**src/rtl/fa_32b_sched.sv**
```systemverilog
// ---------------------------------------------------------------------------
// fa_32b_sched
//   Round-robin scheduler that shares one 32-bit ripple-carry adder (fa_32b)
//   between NUM_REQ requesters. A winner's operands are latched in IDLE, the
//   adder result is registered in EXEC, and the winner gets a one-cycle done
//   pulse in RESP.
//
// Optional feature: define FA_32B_SCHED_OVF_EN to add the registered signed
//   overflow output ovf.
//
// Ports
//   clk        : clock, rising edge
//   reset      : asynchronous, active-high reset
//   req        : per-requester request level            [NUM_REQ]
//   req_a      : operand A, requester i at [32*i+31:32*i] [NUM_REQ*32]
//   req_b      : operand B, same packing as req_a        [NUM_REQ*32]
//   req_cin    : per-requester carry-in                   [NUM_REQ]
//   grant      : one-hot owner of the in-flight operation [NUM_REQ]
//   grant_idx  : binary index of current/last owner       [IDX_W]
//   done       : one-hot, one-cycle result-valid pulse     [NUM_REQ]
//   sum        : registered sum of last completed op       [32]
//   c_out      : registered carry-out of last completed op
//   busy       : high whenever the FSM is not idle
//   ovf        : (FA_32B_SCHED_OVF_EN only) registered signed overflow
// ---------------------------------------------------------------------------

// 32-bit ripple-carry adder. The carry is rippled through a loop variable so
// the chain stays a plain combinational cascade.
module fa_32b (
    input  logic [31:0] a,
    input  logic [31:0] b,
    input  logic        c_in,
    output logic [31:0] sum,
    output logic        c_out
);
    always_comb begin
        logic carry;
        carry = c_in;
        sum   = '0;
        for (int i = 0; i < 32; i++) begin
            sum[i] = a[i] ^ b[i] ^ carry;
            carry  = (a[i] & b[i]) | (carry & (a[i] ^ b[i]));
        end
        c_out = carry;
    end
endmodule

module fa_32b_sched #(
    parameter int NUM_REQ = 4,
    parameter int IDX_W   = $clog2(NUM_REQ)
) (
    input  logic                    clk,
    input  logic                    reset,
    input  logic [NUM_REQ-1:0]      req,
    input  logic [NUM_REQ*32-1:0]   req_a,
    input  logic [NUM_REQ*32-1:0]   req_b,
    input  logic [NUM_REQ-1:0]      req_cin,
    output logic [NUM_REQ-1:0]      grant,
    output logic [IDX_W-1:0]        grant_idx,
    output logic [NUM_REQ-1:0]      done,
    output logic [31:0]             sum,
    output logic                    c_out,
    output logic                    busy
`ifdef FA_32B_SCHED_OVF_EN
    ,
    output logic                    ovf
`endif
);

    typedef enum logic [1:0] {
        ST_IDLE = 2'd0,
        ST_EXEC = 2'd1,
        ST_RESP = 2'd2
    } state_t;

    localparam logic [IDX_W:0] NUM_REQ_W = (IDX_W+1)'(NUM_REQ);

    state_t               state_q, state_d;
    logic [IDX_W-1:0]     rr_q, rr_d;
    logic [31:0]          a_q, a_d;
    logic [31:0]          b_q, b_d;
    logic                 cin_q, cin_d;
    logic [NUM_REQ-1:0]   grant_q, grant_d;
    logic [IDX_W-1:0]     grant_idx_q, grant_idx_d;
    logic [NUM_REQ-1:0]   done_q, done_d;
    logic [31:0]          sum_q, sum_d;
    logic                 c_out_q, c_out_d;
`ifdef FA_32B_SCHED_OVF_EN
    logic                 ovf_q, ovf_d;
`endif

    // Unpacked views of the packed operand buses.
    logic [31:0] a_arr [NUM_REQ];
    logic [31:0] b_arr [NUM_REQ];

    generate
        for (genvar gi = 0; gi < NUM_REQ; gi++) begin : g_unpack
            assign a_arr[gi] = req_a[32*gi +: 32];
            assign b_arr[gi] = req_b[32*gi +: 32];
        end
    endgenerate

    // The shared adder sees only the operand registers.
    logic [31:0] fa_sum;
    logic        fa_c_out;

    fa_32b u_fa (
        .a     (a_q),
        .b     (b_q),
        .c_in  (cin_q),
        .sum   (fa_sum),
        .c_out (fa_c_out)
    );

    // Round-robin winner: first active request at or above rr_q, wrapping.
    logic             found;
    logic [IDX_W-1:0] win_idx;

    always_comb begin
        logic [IDX_W:0] cand;
        found   = 1'b0;
        win_idx = '0;
        for (int k = 0; k < NUM_REQ; k++) begin
            cand = {1'b0, rr_q} + (IDX_W+1)'(k);
            if (cand >= NUM_REQ_W) begin
                cand = cand - NUM_REQ_W;
            end
            if (!found && req[cand[IDX_W-1:0]]) begin
                found   = 1'b1;
                win_idx = cand[IDX_W-1:0];
            end
        end
    end

    // Pointer value following the current owner.
    logic [IDX_W:0] rr_inc;
    always_comb begin
        rr_inc = {1'b0, grant_idx_q} + (IDX_W+1)'(1);
        if (rr_inc >= NUM_REQ_W) begin
            rr_inc = '0;
        end
    end

    always_comb begin
        state_d     = state_q;
        rr_d        = rr_q;
        a_d         = a_q;
        b_d         = b_q;
        cin_d       = cin_q;
        grant_d     = grant_q;
        grant_idx_d = grant_idx_q;
        done_d      = '0;
        sum_d       = sum_q;
        c_out_d     = c_out_q;
`ifdef FA_32B_SCHED_OVF_EN
        ovf_d       = ovf_q;
`endif
        case (state_q)
            ST_IDLE: begin
                if (found) begin
                    a_d         = a_arr[win_idx];
                    b_d         = b_arr[win_idx];
                    cin_d       = req_cin[win_idx];
                    grant_d     = NUM_REQ'(1) << win_idx;
                    grant_idx_d = win_idx;
                    state_d     = ST_EXEC;
                end
            end
            ST_EXEC: begin
                sum_d   = fa_sum;
                c_out_d = fa_c_out;
`ifdef FA_32B_SCHED_OVF_EN
                ovf_d   = (a_q[31] == b_q[31]) && (fa_sum[31] != a_q[31]);
`endif
                // done is registered so it is high exactly during RESP.
                done_d  = grant_q;
                state_d = ST_RESP;
            end
            ST_RESP: begin
                rr_d    = rr_inc[IDX_W-1:0];
                grant_d = '0;
                state_d = ST_IDLE;
            end
            default: begin
                state_d = ST_IDLE;
            end
        endcase
    end

    always_ff @(posedge clk or posedge reset) begin
        if (reset) begin
            state_q     <= ST_IDLE;
            rr_q        <= '0;
            a_q         <= '0;
            b_q         <= '0;
            cin_q       <= 1'b0;
            grant_q     <= '0;
            grant_idx_q <= '0;
            done_q      <= '0;
            sum_q       <= '0;
            c_out_q     <= 1'b0;
`ifdef FA_32B_SCHED_OVF_EN
            ovf_q       <= 1'b0;
`endif
        end else begin
            state_q     <= state_d;
            rr_q        <= rr_d;
            a_q         <= a_d;
            b_q         <= b_d;
            cin_q       <= cin_d;
            grant_q     <= grant_d;
            grant_idx_q <= grant_idx_d;
            done_q      <= done_d;
            sum_q       <= sum_d;
            c_out_q     <= c_out_d;
`ifdef FA_32B_SCHED_OVF_EN
            ovf_q       <= ovf_d;
`endif
        end
    end

    assign grant     = grant_q;
    assign grant_idx = grant_idx_q;
    assign done      = done_q;
    assign sum       = sum_q;
    assign c_out     = c_out_q;
    assign busy      = (state_q != ST_IDLE);
`ifdef FA_32B_SCHED_OVF_EN
    assign ovf       = ovf_q;
`endif

    a_grant_onehot: assert property (@(posedge clk) disable iff (reset) $onehot0(grant_q));
    a_done_onehot:  assert property (@(posedge clk) disable iff (reset) $onehot0(done_q));
    a_done_single:  assert property (@(posedge clk) disable iff (reset) (|done_q) |=> !(|done_q));

endmodule
```
**config.mk**
```make
export PLATFORM = sky130hd
export DESIGN_NAME = fa_32b_sched
export DESIGN_NICKNAME = d
export VERILOG_FILES = /design/src/rtl/fa_32b_sched.sv
export SDC_FILE = /design/constraint.sdc
export NUM_CORES = 1
export LEC_CHECK = 0
export ABC_CLOCK_PERIOD_IN_PS = 30700
export CAP_MARGIN = 20
export CORE_ASPECT_RATIO = 0.9
export CORE_MARGIN = 4
export CORE_UTILIZATION = 46
export CTS_BUF_LIST = sky130_fd_sc_hd__clkbuf_2
export CTS_CLUSTER_SIZE = 20
export DETAILED_ROUTE_END_ITERATION = 12
export PLACE_DENSITY = 0.95
export SETUP_SLACK_MARGIN = 0.1
export SYNTH_ARGS = -nofsm -noshare
export SYNTH_HDL_FRONTEND = slang
export SYNTH_HIERARCHICAL = 1
export SYNTH_SLANG_ARGS = --single-unit
```
**constraint.sdc**
```tcl
create_clock -name clk -period 30.7 [get_ports clk]
set_input_delay 3.07 -clock clk [delete_from_list [all_inputs] [get_ports clk]]
set_output_delay 3.07 -clock clk [all_outputs]
set_load 0.03 [all_outputs]
```
==> out/summary.md <==
* 41 — row cnt
* 0 — Final setup viols
* built — TritonCTS clock tree
* 134 um — Chip Width
* 3.85 nW — leak pwr
* sky130_fd_sc_hd__fa_1 — crit-path most repeated cell
* 5 — first drt pass iteration count
* 1012 — synthesized netlist net count
* 17.26 ns — Worst Slack Setup Final
* 36.4 mm — wire length of the first global-routing pass
* 122 um — Die Span Y
* 0 — post-CTS resize count
* 69.9% — post-layout utilization of the core
* flip-flop — Critical Path End Type
* 713 — cell count after synthesis
* 0 — max-slew violation count
* 2 — Clock Tree Buf Depth
* 23.7 mm — drt total wl
* 9.25 sq um — Avg Cell Area, Syn
* 9 — cts bufs inserted
* 0.955 — final weighted congestion in routability-driven placement
* 7006 — routed vias
* flip-flop to flip-flop — kind of path behind the tightest hold check
* 17.26 ns — slack of the worst reg-to-reg path
* 0.27 ns — CTS clock-pin slew for the worst setup and hold paths
* 0 — Hold Violations, Final
* 14.02 ns — CP Data Arrival Time
* 31.28 ns — Required @ worst endpoint
* sum[31]$_DFFE_PP0N_ — Crit Reg-Reg Endpoint
* 1167 — final standard cell count with taps included and fillers excluded
* 0 — Hold Buf Count CTS
* 16300 sq um — die area
* 112 — number of register bits inferred by synthesis
* 0.509 ns — Final Hold Slack
* 656 — number of DRC markers after the initial detailed-route iteration
* 0 — number of synthesized flops with an enable pin
* 42.5% — sequential area share after synthesis
* 6.00 — number of vias per cell
* 46.9% — starting utilization of the core area
* 14100 sq um — total core area
* 3.91% — share of final-layout standard cells stronger than drive strength 1
* flip-flop — category of the worst setup path launch point
* 3 — level count of the clock H-tree
* 0 ns — Total Negative Setup Slacks
* 2 — initial antenna violation count
* 0 — post-CTS setup repair buffer count
* 28.3% — GRT Resource Usage Total
* 112 — number of clock sinks
* 100% — share of synthesized registers carrying an async set or reset
* 93.3 nW/um^2 — Pwr Density
* sum[20]$_DFFE_PP0N_ — start point of the worst min-delay path
* 34 — number of library cell types mapped by synthesis
* sky130_fd_sc_hd__clkbuf_2 — clock root buffer
* 6 — number of warnings reported in the yosys synthesis log
* 0 — final antenna-violating net count
* 38 — cell count of the worst reg-to-reg path
* 309 — buffers added on ports
* a_q[0]$_DFFE_PP0P_ — source of the worst register-to-register timing path
* sky130_fd_sc_hd__clkdlybuf4s50_1 — most common library cell in the layout ignoring fill and taps
* 2 — number of instances on the worst hold path
* 13.44 ns — time the worst path needs with I/O delays and setup
* 42.9 uV — VDD IR-drop max
* 17.0 mm — placed wire-length estimate after detailed placement
* 6937 — number of global-route vias before repair
* sky130_fd_sc_hd__dfrtp_1 — prevailing post-synth register cell
* 75 — maximum number of pins on one net before global-route repair
* 20.3 um — routed wire length per instance
* 2 — largest driver fanout on the critical path
* 32.7% — Worst slew margin
* 43.8% — final period utilization
* 1.01 ns — slew at the pin closest to its max-slew limit
* 0.47 ns — delay of the slowest critical-path stage
* 310 — number of primary I/O pins
* 6600 sq um — area of the mapped netlist
* 1266 — Final #Nets
* sum[20]$_DFFE_PP0N_ — capture endpoint of the worst hold path
* completed — outcome
* flip-flop to flip-flop — crit path kind
* 0.0272 ns — Final Skew
* 0 — maximum capacitance violations
* 17.41 ns — Setup WS pre-CTS
* no — RSZ-0062 raised after global routing
* 74.4 MHz — Fmax
* 49.1% — synth-to-layout area growth
* 1148 — cell total after placement
* 0.62 ns — clock network latency to the later pin of the worst-skew pair
* sky130_fd_sc_hd__clkdlybuf4s50_1 (308), sky130_fd_sc_hd__dfrtp_1 (112), sky130_fd_sc_hd__nand2_1 (107) — commonest non-fill, non-tap cells in the layout
* 0 — Residual DRC
* sky130_fd_sc_hd__dfrtp_1 — worst-path cell with the longest stage delay
* 0 — remaining global-route overflow
[registers in the layout, summed over array words and instances, names as in the netlist, 2 cells and up]
signal     cells
a_q           32
sum           32
rr_q           2
state_q        2
done           4
b_q           32
grant          4
grant_idx      2
[stage by stage]
| stage | total power, mW | cell area [sq um] |
|---|---|---|
| after detailed placement | 0.849 | 9700 |
| after floorplan | 0.647 | 6600 |
| final | 0.917 | 9830 |
| after global placement | 0.821 | 9700 |
| after global routing | 0.992 | 9830 |
| after CTS | 0.917 | 9810 |
[power breakdown]
part	switching, mW	internal (mW)
registers	0.0595	0.223
clock network	0.0467	0.0188
logic	0.338	0.231
total	0.444	0.473
[worst max-delay path, delay by kind of cell, from the launching register on]
family        cells  cell delay [ns]
buf+inv           4             0.25
flops             1             0.47
fa+ha+maj        32            12.61
simple gates      2             0.09
[cells by family (layout without fill, tap and decap cells)]
group | count (synthesis) | count (layout) | synth area share (%)
AO/OA/AOI/OAI | 280 | 280 | 29.4
adder cells (fa/ha/maj) | 33 | 33 | 9.90
buffers and inverters | 93 | 352 | 6.28
flip-flops | 112 | 112 | 42.5
multiplexers | 1 | 1 | 0.171
other | 0 | 2 | 0
AND/OR/NAND/NOR | 194 | 194 | 11.7
[Yosys cell counts (all sizes together), types with 4 or more instances]
cell type / count / area share, %
a22oi: 66 / 7.5
a31oi: 65 / 6.2
a41oi: 65 / 8.6
and2: 4 / 0.38
buf: 26 / 2.5
clkbuf: 51 / 2.9
dfrtp: 112 / 42
fa: 32 / 9.7
inv: 16 / 0.91
nand2: 107 / 6.1
nand2b: 4 / 0.38
nand3: 5 / 0.38
nor2: 69 / 3.9
o21ai: 70 / 5.3
[routing by layer]
metal	up-vias	share of wire (%)	global-route usage, %
met5	-	0	0
met3	50	9.3	7.31
met2	409	50	49.1
met1	3411	38	35.4
met4	0	2.5	7.57
li1	3136	-	-
[cell type report]
| cell class | count | area (sq um) |
|---|---|---|
| Multi-Input combinational cell | 508 | 3430 |
| Fill cell | 1063 | 4220 |
| Clock buffer | 10 | 50.0 |
| Clock inverter | 6 | 60.1 |
| Tap cell | 193 | 241 |
| Inverter | 16 | 62.6 |
| Timing Repair Buffer | 320 | 3180 |
| Antenna cell | 2 | 5.00 |
| Sequential cell | 112 | 2800 |
[worst max path at each step]
| stage | start | to | slack [ns] | depth (start not counted) |
|---|---|---|---|---|
| after floorplan | a_q[0]$_DFFE_PP0P_ | sum[31]$_DFFE_PP0N_ | 18.02 | 38 |
| after global placement | a_q[0]$_DFFE_PP0P_ | sum[31]$_DFFE_PP0N_ | 17.56 | 38 |
| after detailed placement | a_q[0]$_DFFE_PP0P_ | sum[31]$_DFFE_PP0N_ | 17.41 | 38 |
| after CTS | a_q[0]$_DFFE_PP0P_ | sum[31]$_DFFE_PP0N_ | 17.32 | 38 |
| after global routing | a_q[0]$_DFFE_PP0P_ | sum[31]$_DFFE_PP0N_ | 16.81 | 38 |
| final | a_q[0]$_DFFE_PP0P_ | sum[31]$_DFFE_PP0N_ | 17.26 | 38 |
(Power assumes the default switching activity.)
